$ cat config.mk
export PLATFORM = sky130hd
export DESIGN_NAME = rf_2p_rd_stream
export DESIGN_NICKNAME = d
export VERILOG_FILES = /design/src/rtl/rf_2p_rd_stream.sv
export SDC_FILE = /design/constraint.sdc
export NUM_CORES = 1
export LEC_CHECK = 0
export ABC_AREA = 1
export BUFFER_PORTS_ARGS = -buffer_cell sky130_fd_sc_hd__buf_2
export CAP_MARGIN = 5
export CORE_UTILIZATION = 51
export DETAILED_ROUTE_END_ITERATION = 12
export GPL_ROUTABILITY_DRIVEN = 0
export MAX_ROUTING_LAYER = met4
export PLACE_DENSITY = 0.76
export SYNTH_ARGS = -nofsm -noshare
export SYNTH_HDL_FRONTEND = slang
export SYNTH_SLANG_ARGS = --single-unit
$ cat constraint.sdc
create_clock -name clk -period 3.3 [get_ports clk]
set_input_delay 0.165 -clock clk [delete_from_list [all_inputs] [get_ports clk]]
set_output_delay 0.165 -clock clk [all_outputs]
set_load 0.005 [all_outputs]
$ cat src/rtl/rf_2p_rd_stream.sv
// Burst read controller for a 2-port register file: issues RF port A reads
// and streams the returned words through a 2-entry FIFO on a valid/ready port.
module rf_2p_rd_stream #(
    parameter int Word_Width = 256,
    parameter int Addr_Width = 9
) (
    input  logic                  clk,
    input  logic                  rst,
    input  logic                  start_i,
    input  logic [Addr_Width-1:0] base_i,
    input  logic [Addr_Width:0]   len_i,
    output logic                  busy_o,
    output logic                  done_o,
    output logic                  rf_cena_o,
    output logic [Addr_Width-1:0] rf_addra_o,
    input  logic [Word_Width-1:0] rf_dataa_i,
    output logic                  dat_val_o,
    output logic [Word_Width-1:0] dat_o,
    output logic                  dat_last_o,
    input  logic                  dat_rdy_i
);

    typedef enum logic [1:0] {
        ST_IDLE = 2'd0,
        ST_RUN  = 2'd1,
        ST_DONE = 2'd2
    } state_t;

    localparam logic [Addr_Width:0] LenZero = {(Addr_Width+1){1'b0}};
    localparam logic [Addr_Width:0] LenOne  = {{Addr_Width{1'b0}}, 1'b1};

    state_t                  state_q, state_d;
    logic [Addr_Width-1:0]   base_q, base_d;
    logic [Addr_Width:0]     len_q, len_d;
    logic [Addr_Width:0]     issued_q, issued_d;
    logic [Addr_Width:0]     popped_q, popped_d;
    logic [Addr_Width-1:0]   last_addr_q, last_addr_d;
    logic                    inflight_q, inflight_d;
    logic [Word_Width-1:0]   mem0_q, mem0_d;
    logic [Word_Width-1:0]   mem1_q, mem1_d;
    logic                    wr_ptr_q, wr_ptr_d;
    logic                    rd_ptr_q, rd_ptr_d;
    logic [1:0]              fifo_cnt_q, fifo_cnt_d;

    logic                    pop_s;
    logic                    issue_s;
    logic [2:0]              outstanding_s;
    logic [Addr_Width-1:0]   issue_addr_s;

    // State and datapath registers
    always_ff @(posedge clk) begin
        if (rst) begin
            state_q     <= ST_IDLE;
            base_q      <= {Addr_Width{1'b0}};
            len_q       <= LenZero;
            issued_q    <= LenZero;
            popped_q    <= LenZero;
            last_addr_q <= {Addr_Width{1'b0}};
            inflight_q  <= 1'b0;
            mem0_q      <= {Word_Width{1'b0}};
            mem1_q      <= {Word_Width{1'b0}};
            wr_ptr_q    <= 1'b0;
            rd_ptr_q    <= 1'b0;
            fifo_cnt_q  <= 2'd0;
        end else begin
            state_q     <= state_d;
            base_q      <= base_d;
            len_q       <= len_d;
            issued_q    <= issued_d;
            popped_q    <= popped_d;
            last_addr_q <= last_addr_d;
            inflight_q  <= inflight_d;
            mem0_q      <= mem0_d;
            mem1_q      <= mem1_d;
            wr_ptr_q    <= wr_ptr_d;
            rd_ptr_q    <= rd_ptr_d;
            fifo_cnt_q  <= fifo_cnt_d;
        end
    end

    // Next-state logic
    always_comb begin
        state_d = state_q;
        case (state_q)
            ST_IDLE: begin
                if (start_i) begin
                    if (len_i == LenZero) begin
                        state_d = ST_DONE;
                    end else begin
                        state_d = ST_RUN;
                    end
                end else begin
                    state_d = ST_IDLE;
                end
            end
            ST_RUN: begin
                if (pop_s && dat_last_o) begin
                    state_d = ST_DONE;
                end else begin
                    state_d = ST_RUN;
                end
            end
            ST_DONE: state_d = ST_IDLE;
            default: state_d = ST_IDLE;
        endcase
    end

    // Outputs and issue decision; outstanding counts words held plus the one in flight
    always_comb begin
        busy_o        = (state_q != ST_IDLE);
        done_o        = (state_q == ST_DONE);
        dat_val_o     = (fifo_cnt_q != 2'd0);
        pop_s         = dat_val_o & dat_rdy_i;
        dat_o         = rd_ptr_q ? mem1_q : mem0_q;
        dat_last_o    = dat_val_o && (popped_q == (len_q - LenOne));
        outstanding_s = {1'b0, fifo_cnt_q} + {2'b00, inflight_q} - {2'b00, pop_s};
        issue_addr_s  = base_q + issued_q[Addr_Width-1:0];
        issue_s       = (state_q == ST_RUN) && (issued_q < len_q) && (outstanding_s < 3'd2);
        rf_cena_o     = ~issue_s;
        rf_addra_o    = issue_s ? issue_addr_s : last_addr_q;
    end

    // Command latch, counters and FIFO update
    always_comb begin
        base_d      = base_q;
        len_d       = len_q;
        issued_d    = issued_q;
        popped_d    = popped_q;
        last_addr_d = last_addr_q;
        mem0_d      = mem0_q;
        mem1_d      = mem1_q;
        wr_ptr_d    = wr_ptr_q;
        rd_ptr_d    = rd_ptr_q;
        inflight_d  = issue_s;
        fifo_cnt_d  = fifo_cnt_q + {1'b0, inflight_q} - {1'b0, pop_s};

        if ((state_q == ST_IDLE) && start_i && (len_i != LenZero)) begin
            base_d   = base_i;
            len_d    = len_i;
            issued_d = LenZero;
            popped_d = LenZero;
        end else if (issue_s) begin
            issued_d    = issued_q + LenOne;
            last_addr_d = issue_addr_s;
        end else begin
            issued_d = issued_q;
        end

        // RF data lands one cycle after its issue
        if (inflight_q) begin
            if (wr_ptr_q) begin
                mem1_d = rf_dataa_i;
            end else begin
                mem0_d = rf_dataa_i;
            end
            wr_ptr_d = ~wr_ptr_q;
        end else begin
            wr_ptr_d = wr_ptr_q;
        end

        if (pop_s) begin
            rd_ptr_d = ~rd_ptr_q;
            popped_d = popped_q + LenOne;
        end else begin
            rd_ptr_d = rd_ptr_q;
        end
    end

endmodule

After elaboration in Yosys (flattened, before gate mapping)
Index checks and enable logic that the tools add are counted.
{"block": "classes", "n_addsub": 8, "order_cmp": 2, "eq_ne": 3, "muxes": 8, "n_bitwise": 4, "n_reduce_logical": 15}
{"operator": "$mux 256", "count": 1}
{"operator": "$add 10x1->10 const B", "count": 2}
{"operator": "$mux 10", "count": 2}
{"operator": "$eq 10x10->1", "count": 1}
{"operator": "$logic_not 10->1", "count": 1}
{"operator": "$lt 10x10->1", "count": 1}
{"operator": "$reduce_bool 10->1", "count": 1}
{"operator": "$sub 10x1->10 const B", "count": 1}
{"operator": "$add 9x9->9", "count": 1}
{"operator": "$mux 9", "count": 1}
{"operator": "$logic_and 1x1->1", "count": 6}
{"operator": "$mux 2", "count": 3}
{"operator": "$reduce_bool 2->1", "count": 3}
{"operator": "$pmux 2 s2", "count": 1}
{"operator": "$reduce_and 2->1", "count": 2}
{"operator": "$add 2x1->3", "count": 1}
{"operator": "$lt 3x2->1 const B", "count": 1}
{"operator": "$not 1->1", "count": 3}
{"operator": "$sub 3x1->3", "count": 1}
{"operator": "$add 2x1->2", "count": 1}
{"operator": "$eq 2x1->1 const B", "count": 1}
{"operator": "$eq 2x2->1 const B", "count": 1}
{"operator": "$logic_not 2->1", "count": 1}
{"operator": "$reduce_or 2->1", "count": 1}
{"operator": "other kinds (2)", "count": 2}
{"block": "word_totals", "reg_bits": 567, "inputBits": 279, "out_inout_bits": 270}

Depth between registers and ports, before layout
Gate-level depths: netlist of run 1.
{"block": "depth", "word_depth": 6, "ltp_mapped": 18, "mapped_depth_nobuf": 16}

Least setup slack after synthesis of run 1
OpenSTA, ideal clock, no wires.
{"block": "synth_path", "kind": "reg-to-output", "startpoint": "reg fifo_cnt_q[1]", "endpoint": "out rf_addra_o[5]", "t_arrival_ns": 2.627, "required_ns": 3.135, "slack_ns": 0.508, "path_stages_with_launch": 19, "n_path_buf": 3, "cell_sequence": "dfxtp_1 > inv_1 > nand2_1 > nand2_1 > inv_1 > buf_2 > ha_1 > inv_1 > ha_1 > inv_1 > fa_1 > or2_2 > nand3_1 > nand3b_1 > buf_6 > buf_12 > nand2_4 > nand2_2 > inv_1"}
{"block": "synth_between", "elab_chain_cells": 6, "word_cells_on_any_way": 7, "classes_between": "2 x add/sub; 1 x order compare; 1 x mux; 1 x bitwise; 2 x reduce/logical"}
{"item": "start, declared", "line_no": "43", "source": "logic [1:0] fifo_cnt_q, fifo_cnt_d;"}
{"item": "start signal, assigned", "line_no": "77", "source": "fifo_cnt_q <= fifo_cnt_d;"}
{"item": "$reduce_bool 2->1", "line_no": "112", "source": "dat_val_o = (fifo_cnt_q != 2'd0);"}
{"item": "via dat_val_o", "line_no": "17", "source": "output logic dat_val_o,"}
{"item": "$and 1x1->1", "line_no": "113", "source": "pop_s = dat_val_o & dat_rdy_i;"}
{"item": "via pop_s", "line_no": "45", "source": "logic pop_s;"}
{"item": "$sub 3x1->3", "line_no": "116", "source": "outstanding_s = {1'b0, fifo_cnt_q} + {2'b00, inflight_q} - {2'b00, pop_s};"}
{"item": "$lt 3x2->1", "line_no": "118", "source": "issue_s = (state_q == ST_RUN) && (issued_q < len_q) && (outstanding_s < 3'd2);"}
{"item": "$logic_and 1x1->1", "line_no": "118"}
{"item": "$mux 9"}
{"item": "end, declared", "line_no": "15", "source": "output logic [Addr_Width-1:0] rf_addra_o,"}
The timed path passes the listed nets, and every way through them passes these cells.

Worst setup path in the final report of run 1
{"block": "layout_path", "startpoint": "reg fifo_cnt_q[1]", "endpoint": "out rf_addra_o[2]"}
{"block": "layout_between", "elab_chain_cells": 6, "word_cells_on_any_way": 7, "classes_between": "2 x add/sub; 1 x order compare; 1 x mux; 1 x bitwise; 2 x reduce/logical"}
{"item": "branches (longest 2 deep; another with $add 2x1->3)"}
{"item": "$sub 3x1->3 *", "line_no": "116"}
{"item": "$lt 3x2->1 *", "line_no": "118"}
{"item": "$logic_and 1x1->1 *", "line_no": "118"}
{"item": "$mux 9 *"}
Every way passes the cells marked *.

==> results of run 1 <==
==> layout by cell type (no fill, tap or decap), types with 7 or more instances in the layout <==
| cell type | Yosys | layout |
|---|---|---|
| sky130_fd_sc_hd__ha_1 | 22 | 20 |
| sky130_fd_sc_hd__dfxtp_1 | 567 | 564 |
| sky130_fd_sc_hd__clkbuf_16 | 0 | 59 |
| sky130_fd_sc_hd__buf_2 | 30 | 548 |
| sky130_fd_sc_hd__diode_2 | 0 | 13 |
| sky130_fd_sc_hd__inv_2 | 3 | 10 |
| sky130_fd_sc_hd__nand3_1 | 26 | 25 |
| sky130_fd_sc_hd__inv_1 | 60 | 51 |
| sky130_fd_sc_hd__a21oi_1 | 41 | 41 |
| sky130_fd_sc_hd__nand2_1 | 879 | 874 |
| sky130_fd_sc_hd__clkinv_2 | 0 | 9 |
| sky130_fd_sc_hd__nand4_1 | 7 | 7 |
| sky130_fd_sc_hd__xor2_1 | 12 | 12 |
| sky130_fd_sc_hd__clkbuf_1 | 197 | 15 |
| sky130_fd_sc_hd__o21ai_0 | 544 | 543 |
| sky130_fd_sc_hd__buf_4 | 1 | 21 |
| sky130_fd_sc_hd__dlygate4sd3_1 | 0 | 279 |
| sky130_fd_sc_hd__clkbuf_8 | 0 | 20 |
| sky130_fd_sc_hd__nor2_1 | 1085 | 1084 |
| sky130_fd_sc_hd__nand2_2 | 5 | 9 |
| sky130_fd_sc_hd__buf_12 | 1 | 11 |
==> metal layers <==
layer  vias up  track usage, %  share of wire (%)
met5         -               -                  0
met4         0            16.1                4.6
met3       244            7.15                8.5
met2      1025            51.0                 46
met1     11500            36.7                 41
li1      12500               -                  -
==> registers in the layout, indices dropped and copies added (netlist names) <==
signal,flops
mem0_q,256
wr_ptr_q,1
issued_q,10
base_q,9
popped_q,10
fifo_cnt_q,2
inflight_q,1
len_q,10
state_q,2
last_addr_q,9
mem1_q,256
rd_ptr_q,1
==> per-stage QoR <==
stage          setup slack, ns  area [um^2]
5_1_grt                -0.0385        31500
4_1_cts                0.00478        31500
6_report                0.0644        31500
3_5_place_dp             0.213        26700
3_3_place_gp             0.275        26700
2_1_floorplan            0.508        23800
==> worst max path at each step <==
stage	end	cells past startpoint	slack, ns	from
after floorplan	rf_addra_o[5]	18	0.51	fifo_cnt_q[1]
after global routing	rf_addra_o[8]	15	-0.04	fifo_cnt_q[1]
after global placement	rf_addra_o[5]	17	0.27	fifo_cnt_q[1]
after detailed placement	rf_addra_o[6]	17	0.21	fifo_cnt_q[1]
final	rf_addra_o[2]	15	0.06	fifo_cnt_q[1]
after CTS	rf_addra_o[5]	17	0.005	fifo_cnt_q[1]
==> report_power, final <==
group / total, uW / leakage [uW] / internal [uW] / switching (uW)
Clock: 6460 / 0.000929 / 3720 / 2740
Combinational: 5430 / 0.00965 / 2010 / 3420
Sequential: 8230 / 0.00460 / 7750 / 482
Total: 20100 / 0.0152 / 13500 / 6650
==> timing repair <==
| action | CTS | global route |
|---|---|---|
| hold buffers | 279 | 0 |
| cloned | 0 | 0 |
| endpoints found under the hold margin | 532 | 0 |
| gates resized for setup | 19 | 5 |
| buffers inserted | 8 | 2 |
| pin swaps | 6 | 4 |
| setup endpoints to repair | 10 | 9 |
==> worst max-delay path, stage by stage, from the launching register on <==
cell	delay [ns]
sky130_fd_sc_hd__dfxtp_2	0.34
sky130_fd_sc_hd__inv_2	0.04
sky130_fd_sc_hd__nand2_2	0.08
sky130_fd_sc_hd__nand2_2	0.07
sky130_fd_sc_hd__inv_2	0.07
sky130_fd_sc_hd__ha_4	0.20
sky130_fd_sc_hd__inv_2	0.06
sky130_fd_sc_hd__ha_4	0.12
sky130_fd_sc_hd__inv_2	0.04
sky130_fd_sc_hd__fa_2	0.54
sky130_fd_sc_hd__nand3_2	0.07
sky130_fd_sc_hd__nand3b_1	0.25
sky130_fd_sc_hd__buf_8	0.23
sky130_fd_sc_hd__o21ai_2	0.17
sky130_fd_sc_hd__inv_1	0.06
sky130_fd_sc_hd__buf_2	0.12
==> kinds of logic after synthesis <==
kind of cell | after synthesis | share of synthesized area, %
adder cells (fa/ha/maj) | 24 | 1.32
flip-flops | 567 | 47.7
AO/OA/AOI/OAI | 602 | 12.9
XOR/XNOR | 18 | 0.662
AND/OR/NAND/NOR | 2019 | 32.3
buffers and inverters | 305 | 5.14
==> cell type report <==
class	instances	share of cell area (%)
Clock buffer	94	5.73
Tap cell	600	2.38
Multi-Input combinational cell	2663	35.8
Timing Repair Buffer	861	18.8
Antenna cell	13	0.103
Sequential cell	567	36.0
Clock inverter	13	0.242
Inverter	66	0.893
==> flow_results.org, run 1 <==
** Floorplan
- Die outline height :: ~220 um
- Horizontal die dimension :: 218 um
- The region available for standard cell placement spans 45,700 um^2.
- The initial utilization of the core area, before any placement, comes to 52.1%.
- Die ar. :: 47,600 um^2
- Cell row count :: 78
- Ports :: 549

** Setup path
- Classification of the worst setup path :: reg -> out
- The endpoint identified for the worst register-to-register timing path is issued_q[2].
- Data on the critical path is required at its endpoint by ~3.1 ns.
- FF-to-FF path depth :: 16
- Register-to-Register Setup Slack :: around 0.67 ns
- Critical Path Sink Type :: output pin
- Arrival @ worst endpoint :: 3.07 ns
- The startpoint identified for the worst register-to-register timing path is fifo_cnt_q[1].
- The worst setup path is launched from a flop.
- Top fanout value on the critical path :: 22

** Final layout
- Total area of multi-input combinational cells :: about 11,000 um^2
- Ratio of cells with drive above 1 in the final layout :: between 10% and 20%
- Filler instances :: 3,718
- Sequential cell area :: 11,400 um^2
- Cells fill 69.1% of the core in the end.
- The count of cells in the finished layout, fillers not included, comes to 4,877.
- From synthesis to final layout, the design area changed by 32.5%.
- At the end of the flow, the number of nets in the layout was 4,519.

** Synth
- Top cells by count, synth :: sky130_fd_sc_hd__nor2_1 (1,085), sky130_fd_sc_hd__nand2_1 (879), sky130_fd_sc_hd__dfxtp_1 (567)
- Yosys top cell area share :: between 40% and 50%
- After synthesis, the netlist uses 40 different library cells.
- Count of synthesis-stage warnings from yosys :: 0
- Asr flop ratio synth :: 0%
- Synthesized instance count :: 3,535
- Summing every instance area after synthesis gives ~24,000 um^2.
- A synthesized cell averages 6.74 um^2.
- After synthesis, the cell types taking the most area are sky130_fd_sc_hd__dfxtp_1 (48%), sky130_fd_sc_hd__nor2_1 (17%), sky130_fd_sc_hd__nand2_1 (14%), sky130_fd_sc_hd__o21ai_0 (11%), sky130_fd_sc_hd__clkbuf_1 (3.1%).
- The synthesized design spends more area on one cell type than any other, namely sky130_fd_sc_hd__dfxtp_1.
- Summing the sequential cell areas from Yosys gives 47.7% of the chip area.
- The synthesized design contains 0 enable-type register cells.
- Cell with the most instances after synthesis :: sky130_fd_sc_hd__nor2_1
- Prevailing post-synth register cell :: sky130_fd_sc_hd__dfxtp_1
- Post-synthesis sequential element count :: 567
- Post-synthesis net count :: 3,838

** Global routing
- Global routing used 31.6% of the available tracks.
- Global route total overflow :: 0
- Wire length of the first global-routing pass :: approximately 120 mm
- Number of global-route vias before repair :: between 20,000 and 25,000
- Entering global routing, the biggest net connects 172 pins.
- Number of antenna violations at the first check in global routing :: 12

** Timing
- The number of hold violations in the final report was 0.
- Setup skew after layout :: roughly 0.014 ns
- Setup violations remaining at the end of the flow were counted as 0.
- Number of pins exceeding their max-slew limit in the final report :: 0
- Dividing the final minimum period by the clock period gives 98.0%.
- Shortest clock period the worst path allows after layout :: 3.24 ns
- Hold timing on the final database bottoms out at a slack of 0.0497 ns.
- At the pin with the least slew margin, the transition time is between 1 and 1.5 ns.
- Measured against its own limit, the worst slew margin works out to about a fifth.
- Setup repair after global routing could not meet its margin everywhere.
- For this run, the top clock speed supported by timing is 309 MHz.
- Summed negative setup slack over all endpoints :: 0 ns

** Drt
- Across all layers, the routed design uses 25,300 vias.
- For this block, the initial DRC count from the detailed router was 2,041.
- Sum of routed wire length over all layers :: roughly 76 mm
- Iteration count of the initial detailed-routing pass :: 8
- The detail route stage leaves a number of antenna-violating nets equal to 0.
- Remaining DRCs :: 0
- In the routed layout, each cell is associated on average with a via count of 5.18.
- Dividing the detail-routed wire length by the instance count gives around 16 um.

** Run
- Number of max-cap violations :: 0

** Clock tree
- The longest clock path from root to sink contains 3 buffers.
- Clock-pin slew was measured on the worst setup and hold paths at 0.06 ns.
- In this run, CTS created clock tree buffers numbering 57.
- Number of clock sinks seen by CTS :: 567
- CTS built an H-tree with a depth of 2.
- TritonCTS built the clock tree.
- The later pin in the worst-skew pair is clocked with a latency of 0.61 ns.
- The cell sitting at the root of the clock tree is a sky130_fd_sc_hd__clkbuf_16.

** Power
- Summed over all cells, the static leakage comes to 0.0152 uW.
- Peak supply drop :: 489 uV
- PD cells :: 638 nW/um^2
- Post-route total power :: 20,100 uW

** Place
- Including well taps, the total number of placed cells is 4,468.
- The count of buffers added on input and output ports is 548.
- DPL Wire Length :: between 40 and 50 mm

** Worst hold path
- The worst hold path begins at rst.
- For hold timing, the worst endpoint is last_addr_q[2].
- The worst hold path was traced through 2 stages.
- The tightest min-delay check is of the in -> reg type.

** Run status
- Status :: complete, no violations
No activity file was read; power rests on OpenSTA's default activity.
==> run 2: changes to the inputs <==
- SETUP_SLACK_MARGIN: default -> 0.1
==> run 2 against run 1 <==
Flip-flop and latch count unchanged. Combinational power about the same. Largest power group unchanged. Worst setup slack improved by 0.021 ns. Global-route usage about the same. Core utilization about the same. Wire length about the same. Highest routed layer unchanged.
==> flow_results.org, run 2 (synthesized netlist as in run 1, its figures left out) <==
** Floorplan
- Horizontal die dimension :: between 200 and 250 um
- Initial Util :: 52.1%
- In this run the vertical extent of the chip is 218 um.
- The die covers approximately 48,000 um^2.
- Ports :: 549
- Area inside the core boundary :: 45,700 um^2
- In this run the core area contains 78 standard-cell rows.

** Setup path
- Arrival @ worst endpoint :: 3.05 ns
- Dominant cell type by count on the critical path :: sky130_fd_sc_hd__inv_2
- For this run, the slowest stage of the critical path takes 0.34 ns.
- The kind of cell with the highest combined delay along the critical path is simple AND/OR/NAND/NOR gates.
- Register-to-Register Setup Slack :: 0.70 ns
- STA puts the critical path data required time at approximately 3.1 ns.
- CP max-delay cell :: sky130_fd_sc_hd__dfxtp_2
- FF-to-FF path depth :: 16
- Top fanout value on the critical path :: 22
- The worst setup path is captured at an output pin.
- In this run the number of cells on the critical path is 17.
- Setup crit start kind :: flop
- The number of buffers and inverters on the critical path is 7.
- Classification of the worst setup path :: reg -> out
- Walking the worst path, the cells encountered are inv_2, nand2_2, nand2_2, inv_2, ha_4, inv_4, ha_4, inv_2, fa_2, or2_4, nand3_2, nand3b_1, buf_8, nand2_1, o21ai_2, inv_1, buf_2.

** Final layout
- Total area of multi-input combinational cells :: 11,300 um^2
- Largest registers in the final layout :: mem0_q x256, mem1_q x256
- In the final layout, flip-flops and latches occupy between 10,000 and 15,000 um^2.
- Commonest non-fill, non-tap cells in the layout :: sky130_fd_sc_hd__nor2_1 (1,084), sky130_fd_sc_hd__nand2_1 (874), sky130_fd_sc_hd__dfxtp_1 (565), sky130_fd_sc_hd__buf_2 (548), sky130_fd_sc_hd__o21ai_0 (543)
- Number of nets at the end of the flow :: 4,519
- Area added between synthesis and finish :: 32.5%
- Filler instances :: 3,721
- Leaving out fill and tap cells, the most frequent cell in the layout is sky130_fd_sc_hd__nor2_1.
- For this run, the number of standard cells in the final layout without fillers is 4,877.
- In the final layout, the share of cells above drive strength 1 is 16.9%.

** Timing
- In the finished design, the share of the clock period the worst path needs comes to 97.4%.
- # setup viols final :: 0
- Setup repair after global routing could not meet its margin everywhere.
- Minimum hold slack :: 0.0495 ns
- Endpoints failing hold :: 0
- Remaining max-slew budget at the tightest pin :: 21.8%
- The worst path needs 3.21 ns of the cycle, external delays included.
- Timing would allow up to 311 MHz.
- Tightest Pin Transition :: 1.17 ns
- On the final layout, the worst clock skew is approximately 0.013 ns.
- Number of pins exceeding their max-slew limit in the final report :: 0

** Global routing
- Number of global-route vias before repair :: 24,000
- GRT met1 Usage :: 36.7%
- Met3 Resource Use GR :: 7.10%
- Pin count of the biggest net entering global routing :: 172
- For met2 alone, demand over resource in global routing was 51.0%.
- Global route total overflow :: 0
- The number of antenna violations at the first check in global routing came to 12.
- Wire length of the first global-routing pass :: 119 mm
- Global-route total usage across every layer :: a little under a third
- Most heavily used metal layer in global routing :: met2

** Place
- Buffers on Ports :: about 550
- The wire-length estimate of the detail-placed layout is around 44 mm.
- In this run, placement finished with an instance count of roughly 4,500.

** Power
- VDD sags by at most between 400 and 500 uV.
- PD cells :: 638 nW/um^2
- The analysis attributes to cell leakage a power of 0.0152 uW.

** Clock tree
- The clock net in this run drives a total of 567 sinks.
- The clock passes through at most 3 buffers.
- The root buffer cell chosen for the clock tree is sky130_fd_sc_hd__clkbuf_16.
- CTS buffer count :: 57
- CTS H-Tree Depth :: 2
- Clock-pin slew was measured on the worst setup and hold paths at 0.06 ns.
- Clock tree from TritonCTS :: done
- Clk Latency, worst-skew pair :: 0.62 ns

** Worst hold path
- Instance count along the most critical hold path :: 2
- Worst min-delay path class :: in -> reg

** Drt
- Routed via count :: about 25,000
- Initial DRC count :: around 2,000
- The count of nets left with antenna violations once routing finished came out at 0.
- Detail-routed net length per standard cell :: 15.5 um
- Remaining DRCs :: 0
- For this block, the routed nets add up to 75.6 mm of wire.
- Using the TritonRoute via totals, the vias-per-cell ratio works out to between 5 and 6.
- The first TritonRoute pass finished after 8 iterations.

** Run status
- Status :: complete, no violations

** Run
- Number of max-cap violations :: 0
==> run 2: cell counts in the layout (fill, tap and decap cells not counted) <==
No cell type changed its count.
==> run 2: worst paths after layout <==
| kind | from | to |
|---|---|---|
| hold / removal | rst | last_addr_q[2] |
| setup / recovery | fifo_cnt_q[1] | rf_addra_o[2] |
| hold reg to reg | mem1_q[96] | mem1_q[96] |
| setup reg to reg | fifo_cnt_q[1] | issued_q[2] |
==> run 2: final cells by class <==
class,instances,area share (%)
clock buffer,94,5.73
inverter,66,0.900
multi-input combinational,2663,35.8
clock inverter,13,0.242
tap,600,2.38
timing repair buffer,861,18.8
antenna,13,0.103
sequential,567,36.0
==> run 2: report_power, final <==
part,total (uW),leakage (uW),switching (uW),internal [uW]
clock,6460,0.000929,2740,3720
combinational,5430,0.00965,3420,2010
sequential,8230,0.00460,481,7750
==> run 2: what timing repair did <==
| item | in CTS | in global routing |
|---|---|---|
| buffers inserted | 8 | 2 |
| hold buffers | 279 | 0 |
| hold endpoints to repair | 532 | 0 |
| setup endpoints to repair | 10 | 9 |
| gates resized for setup | 21 | 3 |
| pin swaps | 6 | 4 |
| gates cloned | 0 | 0 |
==> run 2: through the flow <==
step / utilization, % / power, uW / setup slack (ns) / setup TNS (ns) / cell area, um^2
3_5_place_dp: 58.4 / 13200 / 0.213 / 0 / 26700
5_1_grt: 69.1 / 21200 / -0.0221 / -0.0349 / 31500
2_1_floorplan: - / 11200 / 0.508 / 0 / 23800
3_3_place_gp: 58.4 / 13100 / 0.275 / 0 / 26700
6_report: 69.1 / 20100 / 0.0852 / 0 / 31500
4_1_cts: 69.0 / 20000 / 0.0504 / 0 / 31500
==> run 2: layer usage <==
metal / wire, um / share of wire, %
met5: 0 / 0
met4: 3560 / 4.7
met3: 6540 / 8.6
met2: 34900 / 46
met1: 30700 / 41
